$ cat src/rtl/edge_capture_pkg.sv
// Shared types for the edge capture timer: edge mode encoding, the FIFO entry
// layout, and the edge qualification rule.
package edge_capture_pkg;

    localparam int CNT_W = 16;

    typedef enum logic [1:0] {
        EDGE_NONE = 2'b00,
        EDGE_RISE = 2'b01,
        EDGE_FALL = 2'b10,
        EDGE_BOTH = 2'b11
    } edge_mode_t;

    typedef struct packed {
        logic             edge_type;
        logic [CNT_W-1:0] ts;
    } capture_entry_t;

    // Bit 0 of the mode enables rising edges, bit 1 enables falling edges.
    function automatic logic edge_qualifies(input edge_mode_t mode, input logic edge_type);
        logic [1:0] m;
        m = mode;
        return (edge_type & m[0]) | (~edge_type & m[1]);
    endfunction

endpackage

$ cat src/rtl/capture_fifo.sv
// Generic first-word-fall-through FIFO built from registers; the head is
// presented combinationally and reads as zero while empty.
module capture_fifo #(
    parameter int WIDTH = 17,
    parameter int DEPTH = 4,
    localparam int AW   = $clog2(DEPTH)
) (
    input  logic             clk,
    input  logic             rst_n,
    input  logic             push,
    input  logic             pop,
    input  logic [WIDTH-1:0] din,
    output logic [WIDTH-1:0] dout,
    output logic             full,
    output logic             empty,
    output logic [AW:0]      level
);

    localparam logic [AW:0] FULL_LVL = (AW + 1)'(DEPTH);

    logic [WIDTH-1:0] mem_q [DEPTH];
    logic [WIDTH-1:0] mem_d [DEPTH];
    logic [AW:0]      wr_ptr_q, wr_ptr_d;
    logic [AW:0]      rd_ptr_q, rd_ptr_d;
    logic             push_ok;
    logic             pop_ok;

    assign level = wr_ptr_q - rd_ptr_q;
    assign empty = (level == '0);
    assign full  = (level == FULL_LVL);

    // When full, a push is still taken if the head leaves in the same cycle:
    // the write lands in the slot being vacated.
    assign push_ok = push & (~full | pop);
    assign pop_ok  = pop & ~empty;

    assign dout = empty ? '0 : mem_q[rd_ptr_q[AW-1:0]];

    always_comb begin
        wr_ptr_d = wr_ptr_q + (AW + 1)'(push_ok);
        rd_ptr_d = rd_ptr_q + (AW + 1)'(pop_ok);
        for (int i = 0; i < DEPTH; i++) begin
            mem_d[i] = mem_q[i];
            if (push_ok && (wr_ptr_q[AW-1:0] == AW'(i))) begin
                mem_d[i] = din;
            end
        end
    end

    always_ff @(posedge clk or negedge rst_n) begin
        if (!rst_n) begin
            wr_ptr_q <= '0;
            rd_ptr_q <= '0;
            for (int i = 0; i < DEPTH; i++) begin
                mem_q[i] <= '0;
            end
        end else begin
            wr_ptr_q <= wr_ptr_d;
            rd_ptr_q <= rd_ptr_d;
            for (int i = 0; i < DEPTH; i++) begin
                mem_q[i] <= mem_d[i];
            end
        end
    end

endmodule

$ cat src/rtl/edge_capture_timer.sv
// Timestamps qualified edges against a prescaled free-running counter and
// queues {edge_type, timestamp} entries for software, with level/overflow irq.
module edge_capture_timer
    import edge_capture_pkg::*;
#(
    parameter int CNT_W      = 16,
    parameter int PRESC_W    = 8,
    parameter int DEPTH      = 4,
    parameter int IRQ_THRESH = 1,
    localparam int LVL_W     = $clog2(DEPTH) + 1
) (
    input  logic               clk,
    input  logic               rst_n,
    input  logic               edge_detected,
    input  logic               edge_type,
    input  logic               en,
    input  logic [1:0]         edge_mode,
    input  logic [PRESC_W-1:0] prescaler,
    input  logic               pop,
    input  logic               clear_ovf,
    output logic [CNT_W:0]     capture_data,
    output logic               capture_valid,
    output logic [LVL_W-1:0]   fifo_level,
    output logic               overflow,
    output logic               irq
);

    logic [PRESC_W-1:0] presc_cnt_q, presc_cnt_d;
    logic [CNT_W-1:0]   ts_q, ts_d;
    logic               overflow_q, overflow_d;
    edge_mode_t         mode;
    logic               qual;
    logic               drop;
    logic               fifo_full;
    logic               fifo_empty;

    assign mode = edge_mode_t'(edge_mode);
    assign qual = en & edge_detected & edge_qualifies(mode, edge_type);
    assign drop = qual & fifo_full & ~pop;

    // Disabling parks both counters at zero so re-enabling restarts timing.
    always_comb begin
        presc_cnt_d = '0;
        ts_d        = '0;
        if (en) begin
            if (presc_cnt_q == prescaler) begin
                presc_cnt_d = '0;
                ts_d        = ts_q + CNT_W'(1);
            end else begin
                presc_cnt_d = presc_cnt_q + PRESC_W'(1);
                ts_d        = ts_q;
            end
        end
    end

    // A new drop outranks a clear in the same cycle.
    always_comb begin
        overflow_d = overflow_q;
        if (drop) begin
            overflow_d = 1'b1;
        end else if (clear_ovf) begin
            overflow_d = 1'b0;
        end
    end

    always_ff @(posedge clk or negedge rst_n) begin
        if (!rst_n) begin
            presc_cnt_q <= '0;
            ts_q        <= '0;
            overflow_q  <= 1'b0;
        end else begin
            presc_cnt_q <= presc_cnt_d;
            ts_q        <= ts_d;
            overflow_q  <= overflow_d;
        end
    end

    capture_fifo #(
        .WIDTH (CNT_W + 1),
        .DEPTH (DEPTH)
    ) u_fifo (
        .clk   (clk),
        .rst_n (rst_n),
        .push  (qual),
        .pop   (pop),
        .din   ({edge_type, ts_q}),
        .dout  (capture_data),
        .full  (fifo_full),
        .empty (fifo_empty),
        .level (fifo_level)
    );

    assign capture_valid = ~fifo_empty;
    assign overflow      = overflow_q;
    assign irq           = (fifo_level >= LVL_W'(IRQ_THRESH)) | overflow_q;

endmodule

$ cat config.mk
export PLATFORM = sky130hd
export DESIGN_NAME = edge_capture_timer
export DESIGN_NICKNAME = d
export VERILOG_FILES = /design/src/rtl/edge_capture_pkg.sv /design/src/rtl/capture_fifo.sv /design/src/rtl/edge_capture_timer.sv
export SDC_FILE = /design/constraint.sdc
export NUM_CORES = 1
export LEC_CHECK = 0
export ABC_AREA = 1
export CAP_MARGIN = 10
export CORE_ASPECT_RATIO = 1.2
export CORE_MARGIN = 3
export CORE_UTILIZATION = 59
export CTS_CLUSTER_SIZE = 16
export DETAILED_ROUTE_END_ITERATION = 8
export GPL_ROUTABILITY_DRIVEN = 0
export PLACE_DENSITY = 0.87
export SYNTH_ARGS = -nofsm -noshare
export SYNTH_HDL_FRONTEND = slang
export SYNTH_SLANG_ARGS = --single-unit
$ cat constraint.sdc
create_clock -name clk -period 2.9 [get_ports clk]
set_input_delay 0.725 -clock clk [delete_from_list [all_inputs] [get_ports clk]]
set_output_delay 0.725 -clock clk [all_outputs]
set_load 0.03 [all_outputs]
==> results of run 1 <==
[path summary, 6_finish.rpt]
kind	start	end	depth (start not counted)
max	u_fifo.wr_ptr_q[0]	capture_data[10]	12
min	rst_n	u_fifo.mem_q[38]	1
max reg2reg	u_fifo.wr_ptr_q[0]	u_fifo.mem_q[10]	17
min reg2reg	u_fifo.mem_q[32]	u_fifo.mem_q[32]	2
max in group asynchronous	rst_n	u_fifo.wr_ptr_q[1]	2
min in group clk	u_fifo.mem_q[32]	u_fifo.mem_q[32]	2
[routing by layer]
layer	up-vias	wire (um)	track usage
met5	-	0	0
met4	0	721	0.112
met3	67	1460	0.0416
met2	356	7660	0.471
met1	2618	5760	0.360
li1	2421	-	-
[what timing repair did]
action / in CTS / in global routing
setup buffers: 12 / 8
gates cloned: 1 / 7
pin swaps: 8 / 4
endpoints found under the setup margin: 19 / 89
hold buffers: 0 / 0
gates resized for setup: 30 / 14
[power groups by stage]
stage / Clock (mW) / Sequential (mW) / Combinational, mW
6_report: 0.892 / 1.53 / 3.80
3_3_place_gp: 0 / 1.53 / 2.80
4_1_cts: 0.893 / 1.52 / 3.35
5_1_grt: 0.955 / 1.54 / 4.03
3_5_place_dp: 0 / 1.54 / 2.85
2_1_floorplan: 0 / 1.55 / 1.98
[critical path: stages, from the launching register on]
cell        delay [ns]
dfrtp_1           0.38
inv_2             0.07
ha_4              0.16
fa_2              0.39
xor2_2            0.20
nand2_2           0.09
and2_4            0.18
nor2_4            0.15
clkinvlp_4        0.13
buf_6             0.15
nand2_1           0.08
inv_2             0.04
buf_6             0.12
[flip-flops by register name (all words and copies together) (netlist names)]
register,count
overflow,1
presc_cnt_q,8
ts_q,16
u_fifo.mem_q,68
u_fifo.rd_ptr_q,3
u_fifo.wr_ptr_q,3
[layout by cell type (no fill, tap or decap), drive strengths merged]
cell type      instances
fa                     1
dfrtp                 99
clkinv                 4
ha                     7
a21o                   2
and2                   1
o32ai                 17
nand2                247
nand3b                 2
o21bai                 5
xor2                  10
o21ai                 18
clkdlybuf4s50         17
nor3                   4
clkinvlp               1
bufinv                 1
xnor2                  4
nand4                 82
nand3                 20
buf                   57
nor2                  90
clkbuf                18
inv                   54
mux2i                  1
[cells by family after synthesis]
group                      count (synthesis)  synth area share
buffers and inverters                    110            0.0983
muxes                                      1           0.00180
and+or+nand+nor                          443             0.361
xor gates and xnor gates                  14            0.0220
adders and majority gates                  8            0.0193
DFF                                       99             0.445
AOI/OAI and AO/OA                         42            0.0524
[cell type report]
| type | instances | area [sq um] | share of cell area |
|---|---|---|---|
| Tap cell | 120 | 150 | 0.0233 |
| Clock buffer | 14 | 153 | 0.0236 |
| Clock inverter | 2 | 35.0 | 0.00543 |
| Timing Repair Buffer | 78 | 791 | 0.123 |
| Inverter | 57 | 216 | 0.0335 |
| Sequential cell | 99 | 2480 | 0.384 |
| Multi-Input combinational cell | 511 | 2630 | 0.407 |
| Timing Repair inverter | 1 | 7.51 | 0.00116 |
==> results.tsv, run 1 <==
stage	metric	value	unit
timing	rsz0062_at_grt	yes	
die	die_x	94.6	um
timing	skew	0.00668	ns
drt	via_count	5462	
min_path	min_path_type	in2async	
final_layout	insertedDiodeCount	0	
power	switching_share	0.464	
drt	route.final.wire_length	15.6	mm
synth	synthDistinctLibCells	31	
timing	finalCritPeriodShare	1.11	
synth	yosys_most_used_dff	dfrtp_1	
drt	viasPerCell	6.19	
synth	netlist_area	5560	sq um
synth	ys_top_cells_by_area	dfrtp_1 (45%), nand2_1 (17%), nand4_1 (9.2%)	
critical_path	crit_required	2.17	ns
final_layout	fillCellCount	705	
grt	grt_pass1_wl	23.7	mm
synth	synth.most_common_cell	nand2_1	
run_status	status	finished with violations	
synth	synth_commonest_cells	nand2_1 (245), dfrtp_1 (99), nor2_1 (84)	
critical_path	cp.arrival	2.51	ns
timing	drv_slew	0	
clock_network	clock_sinks	99	
die	placementRows	38	
placed_design	place.detailed.hpwl	8.69	mm
timing	tns	-5.73	ns
synth	async_flop_share	1.00	
die	io_pins	40	
synth	yosysSeqAreaShare	0.445	
grt	gr-total-overflow	0	
synth	yosysTopAreaCell	dfrtp_1	
clock_network	tritoncts	done	
grt	grt_pass1_vias	4938	
grt	grtUsageTotal	0.280	
timing	slew_headroom	0.260	
placed_design	placed_area	5850	sq um
synth	syn_inst	717	
critical_path	ff2ff_setup_slack	-0.04	ns
drt	drc	0	
synth	synth_top_area_share	0.445	
timing	holdWs	0.235	ns
synth	ys.warnings.count	0	
clock_network	clock_latency	0.37	ns
drt	drt_pre_antenna_iters	6	
final_layout	fin_util	0.707	
run_status	violations	setup timing	
timing	fin_crit	3.23	ns
final_layout	final_nets	782	
die	core	9130	sq um
power	vdd_drop_max	0.503	mV
die	dieArea	10600	sq um
clock_network	clockBufferDepth	2	
final_layout	fin_cells	882	
placed_design	dp_slack	-0.0242	ns
final_layout	postLayoutCellArea	6450	sq um
drt	drtIter0Drc	739	
timing	worstMarginPinSlew	1.11	ns
grt	antenna_found_initial	0	
power	p_total	6.23	mW
synth	ys_ff_latch	99	
power	leakage	3.41	nW
final_layout	drive_above_1_share	0.147	
die	die_h	112	um
grt	grt_max_degree	73	
synth	synth_edf_count	0	
clock_network	cts_root_buffer	clkbuf_8	
timing	hold_violations	0	
synth	synth_nets	742	
flow_run	max_cap_violations	0	
placed_design	io_buffer_count	39	
placed_design	dp.cells	838	
power	power.density	965	nW/um^2
power	p_comb_frac	0.611	
timing	fmaxAchievable	309	MHz
power	switching_power	2.89	mW
clock_network	path_clk_slew	0.09	ns
critical_path	cp_max_fo	6	
final_layout	areaGrowthSynthToFinish	16.1	%
power	sequentialPowerShare	0.246	
timing	setup_viol	22	
timing	final.setup.worst_slack	-0.333	ns
synth	avgSynthCellArea	7.76	sq um
clock_network	cts_buffers	9	
critical_path	critPathKind	reg2out	
drt	wl_per_cell	17.7	um
power	pwr-share-clk	0.143	
clock_network	h-tree-depth	3	
power	internal_power	3.34	mW
drt	ant_nets	0	
critical_path	critical_path.startpoint_type	flop	
critical_path	crit_path_end_kind	output port	
die	initial_utilization	0.609	
Power figures use the tool's default switching activity.
==> run 2, diff against run 1 <==
- CORE_UTILIZATION: 59 -> 35
- HOLD_SLACK_MARGIN: default -> 0.02
- PLACE_DENSITY: 0.87 -> 0.59
==> results.tsv, run 2 (same netlist as run 1, synthesis figures left out) <==
stage	metric	value	unit	change
grt	grt_pass1_wl	24.3	mm	was 23.7 mm
drt	wl_per_cell	15.4	um	was 17.7 um
placed_design	io_buffer_count	39		unchanged
die	core	15300	sq um	was 9130 sq um
timing	drv_slew	0		unchanged
critical_path	ff2ff_setup_slack	0.41	ns	was -0.04 ns
critical_path	cp_slowest_cell	dfrtp_1		was fa_2
critical_path	crit_required	2.17	ns	about the same
critical_path	cp_cell_sequence	ha_4 > fa_2 > xor2_1 > nand2_1 > and2_4 > nor2_4 > buf_6 > inv_8 > nand2_1 > inv_1 > buf_6		was inv_2 > ha_4 > fa_2 > xor2_2 > nand2_2 > and2_4 > nor2_4 > clkinvlp_4 > buf_6 > nand2_1 > inv_2 > buf_6
timing	setup_viol	17		was 22
timing	fin_crit	2.99	ns	was 3.23 ns
run_status	violations	setup timing		unchanged
run_status	status	finished with violations		unchanged
final_layout	fillCellCount	1513		was 705
critical_path	r2r-end	u_fifo.rd_ptr_q[2]		was u_fifo.mem_q[10]
timing	skew	0.00803	ns	was 0.00668 ns
critical_path	critPathKind	reg2out		unchanged
timing	finalCritPeriodShare	1.03		was 1.11
drt	drt_pre_antenna_iters	5		was 6
clock_network	cts_root_buffer	clkbuf_16		was clkbuf_8
die	die_x	121	um	was 94.6 um
die	io_pins	40		unchanged
timing	hold_violations	0		unchanged
clock_network	cts-hold-fix-buffers	0		unchanged
drt	drtIter0Drc	359		was 739
grt	gr-total-overflow	0		unchanged
grt	grtUsageTotal	0.176		was 0.280
timing	final.setup.worst_slack	-0.0884	ns	was -0.333 ns
die	placementRows	49		was 38
drt	ant_nets	0		unchanged
clock_network	clock_sinks	99		unchanged
critical_path	r2r_start	u_fifo.rd_ptr_q[0]		was u_fifo.wr_ptr_q[0]
final_layout	final_common_cell	nand2_1		unchanged
clock_network	clockBufferDepth	2		unchanged
power	vdd_drop_max	0.440	mV	was 0.503 mV
clock_network	clock_latency	0.35	ns	was 0.37 ns
flow_run	max_cap_violations	0		unchanged
final_layout	largest_reg_flops	68		unchanged
critical_path	crit_buf_inv	4		was 5
timing	worstMarginPinSlew	0.616	ns	was 1.11 ns
drt	via_count	4923		was 5462
critical_path	max_stage_delay	0.42	ns	was 0.39 ns
drt	route.final.wire_length	14.7	mm	was 15.6 mm
placed_design	place.detailed.hpwl	9.38	mm	was 8.69 mm
final_layout	fin_cells	952		was 882
power	power.density	978	nW/um^2	was 965 nW/um^2
min_path	min_path_type	in2async		unchanged
die	dieArea	17400	sq um	was 10600 sq um
grt	grt_pass1_vias	4808		was 4938
grt	grt_max_degree	47		was 73
power	p_total	6.39	mW	was 6.23 mW
final_layout	drive_above_1_share	0.135		was 0.147
final_layout	top_regs	u_fifo.mem_q x68, ts_q x16, presc_cnt_q x8		unchanged
critical_path	cpLargestDelayFamily	adder cells		unchanged
drt	drc	0		unchanged
critical_path	r2r_cells	14		was 17
placed_design	dp.cells	925		was 838
clock_network	h-tree-depth	3		unchanged
critical_path	critical_path.startpoint_type	flop		unchanged
final_layout	areaGrowthSynthToFinish	17.5	%	was 16.1%
critical_path	cp.arrival	2.26	ns	was 2.51 ns
drt	viasPerCell	5.17		was 6.19
clock_network	path_clk_slew	0.07	ns	was 0.09 ns
critical_path	crit_path_end_kind	output port		unchanged
critical_path	cp_max_fo	10		was 6
final_layout	final_nets	768		was 782
clock_network	cts_buffers	9		unchanged
die	die_h	144	um	was 112 um
power	leakage	3.40	nW	was 3.41 nW
final_layout	layout_common_cells	nand2_1 (236), dfrtp_1 (99), nor2_1 (84), nand4_1 (82), inv_1 (45)		was nand2_1 (239), dfrtp_1 (99), nor2_1 (84), nand4_1 (82), inv_1 (43)
die	initial_utilization	0.364		was 0.609
clock_network	tritoncts	done		unchanged
final_layout	largest-register	u_fifo.mem_q		unchanged
final_layout	insertedDiodeCount	0		unchanged
grt	antenna_found_initial	0		unchanged
timing	slew_headroom	0.589		was 0.260
timing	rsz0062_at_grt	yes		unchanged
timing	fmaxAchievable	335	MHz	was 309 MHz
==> run 2: stage by stage <==
stage / setup TNS (ns) / setup WS [ns] / utilization / cell area, sq um / hold slack, ns
final: -1.27 / -0.0884 / 0.428 / 6530 / 0.283
after global routing: -3.01 / -0.183 / 0.428 / 6530 / 0.300
after CTS: -1.95 / -0.115 / 0.424 / 6480 / 0.288
after detailed placement: -0.0380 / -0.0380 / 0.391 / 5970 / 0.454
after global placement: 0 / 0.00474 / 0.391 / 5970 / 0.449
after floorplan: 0 / 0.0712 / - / 5560 / 0.429
==> run 2: timing repair <==
item	in CTS	in global routing
pin swaps	6	5
setup buffers	6	4
endpoints found under the setup margin	19	19
cloned	1	0
gates resized for setup	36	14
==> run 2: power by group <==
group / total [mW] / switching (mW) / internal, mW
registers: 1.52 / 0.0616 / 1.46
logic: 3.49 / 2.20 / 1.29
clock network: 1.38 / 0.512 / 0.864
==> run 2: worst max path at each step <==
| stage | depth (start not counted) | to | slack (ns) | startpoint |
|---|---|---|---|---|
| after floorplan | 11 | capture_data[10] | 0.07 | u_fifo.wr_ptr_q[0] |
| after global placement | 9 | irq | 0.005 | u_fifo.wr_ptr_q[0] |
| after detailed placement | 9 | irq | -0.04 | u_fifo.wr_ptr_q[0] |
| after CTS | 11 | capture_data[5] | -0.11 | u_fifo.rd_ptr_q[0] |
| after global routing | 11 | capture_data[14] | -0.18 | u_fifo.rd_ptr_q[0] |
| final | 11 | capture_data[14] | -0.09 | u_fifo.rd_ptr_q[0] |
==> run 2: routing by layer <==
layer | up-vias | share of wire | global-route usage | wire length, um
met5 | - | 0 | 0 | 0
met4 | 0 | 0.026 | 0.0746 | 377
met3 | 26 | 0.046 | 0.0250 | 674
met2 | 130 | 0.51 | 0.312 | 7490
met1 | 2363 | 0.42 | 0.214 | 6170
li1 | 2404 | - | - | -
==> run 2: area by class of cell <==
class	instances	area, sq um	area share
timing repair inverter	1	11.3	0.00172
inverter	57	221	0.0339
sequential	99	2480	0.379
clock inverter	5	100	0.0153
clock buffer	11	243	0.0372
timing repair buffer	67	638	0.0977
tap	204	255	0.0391
multi-input combinational	508	2590	0.396
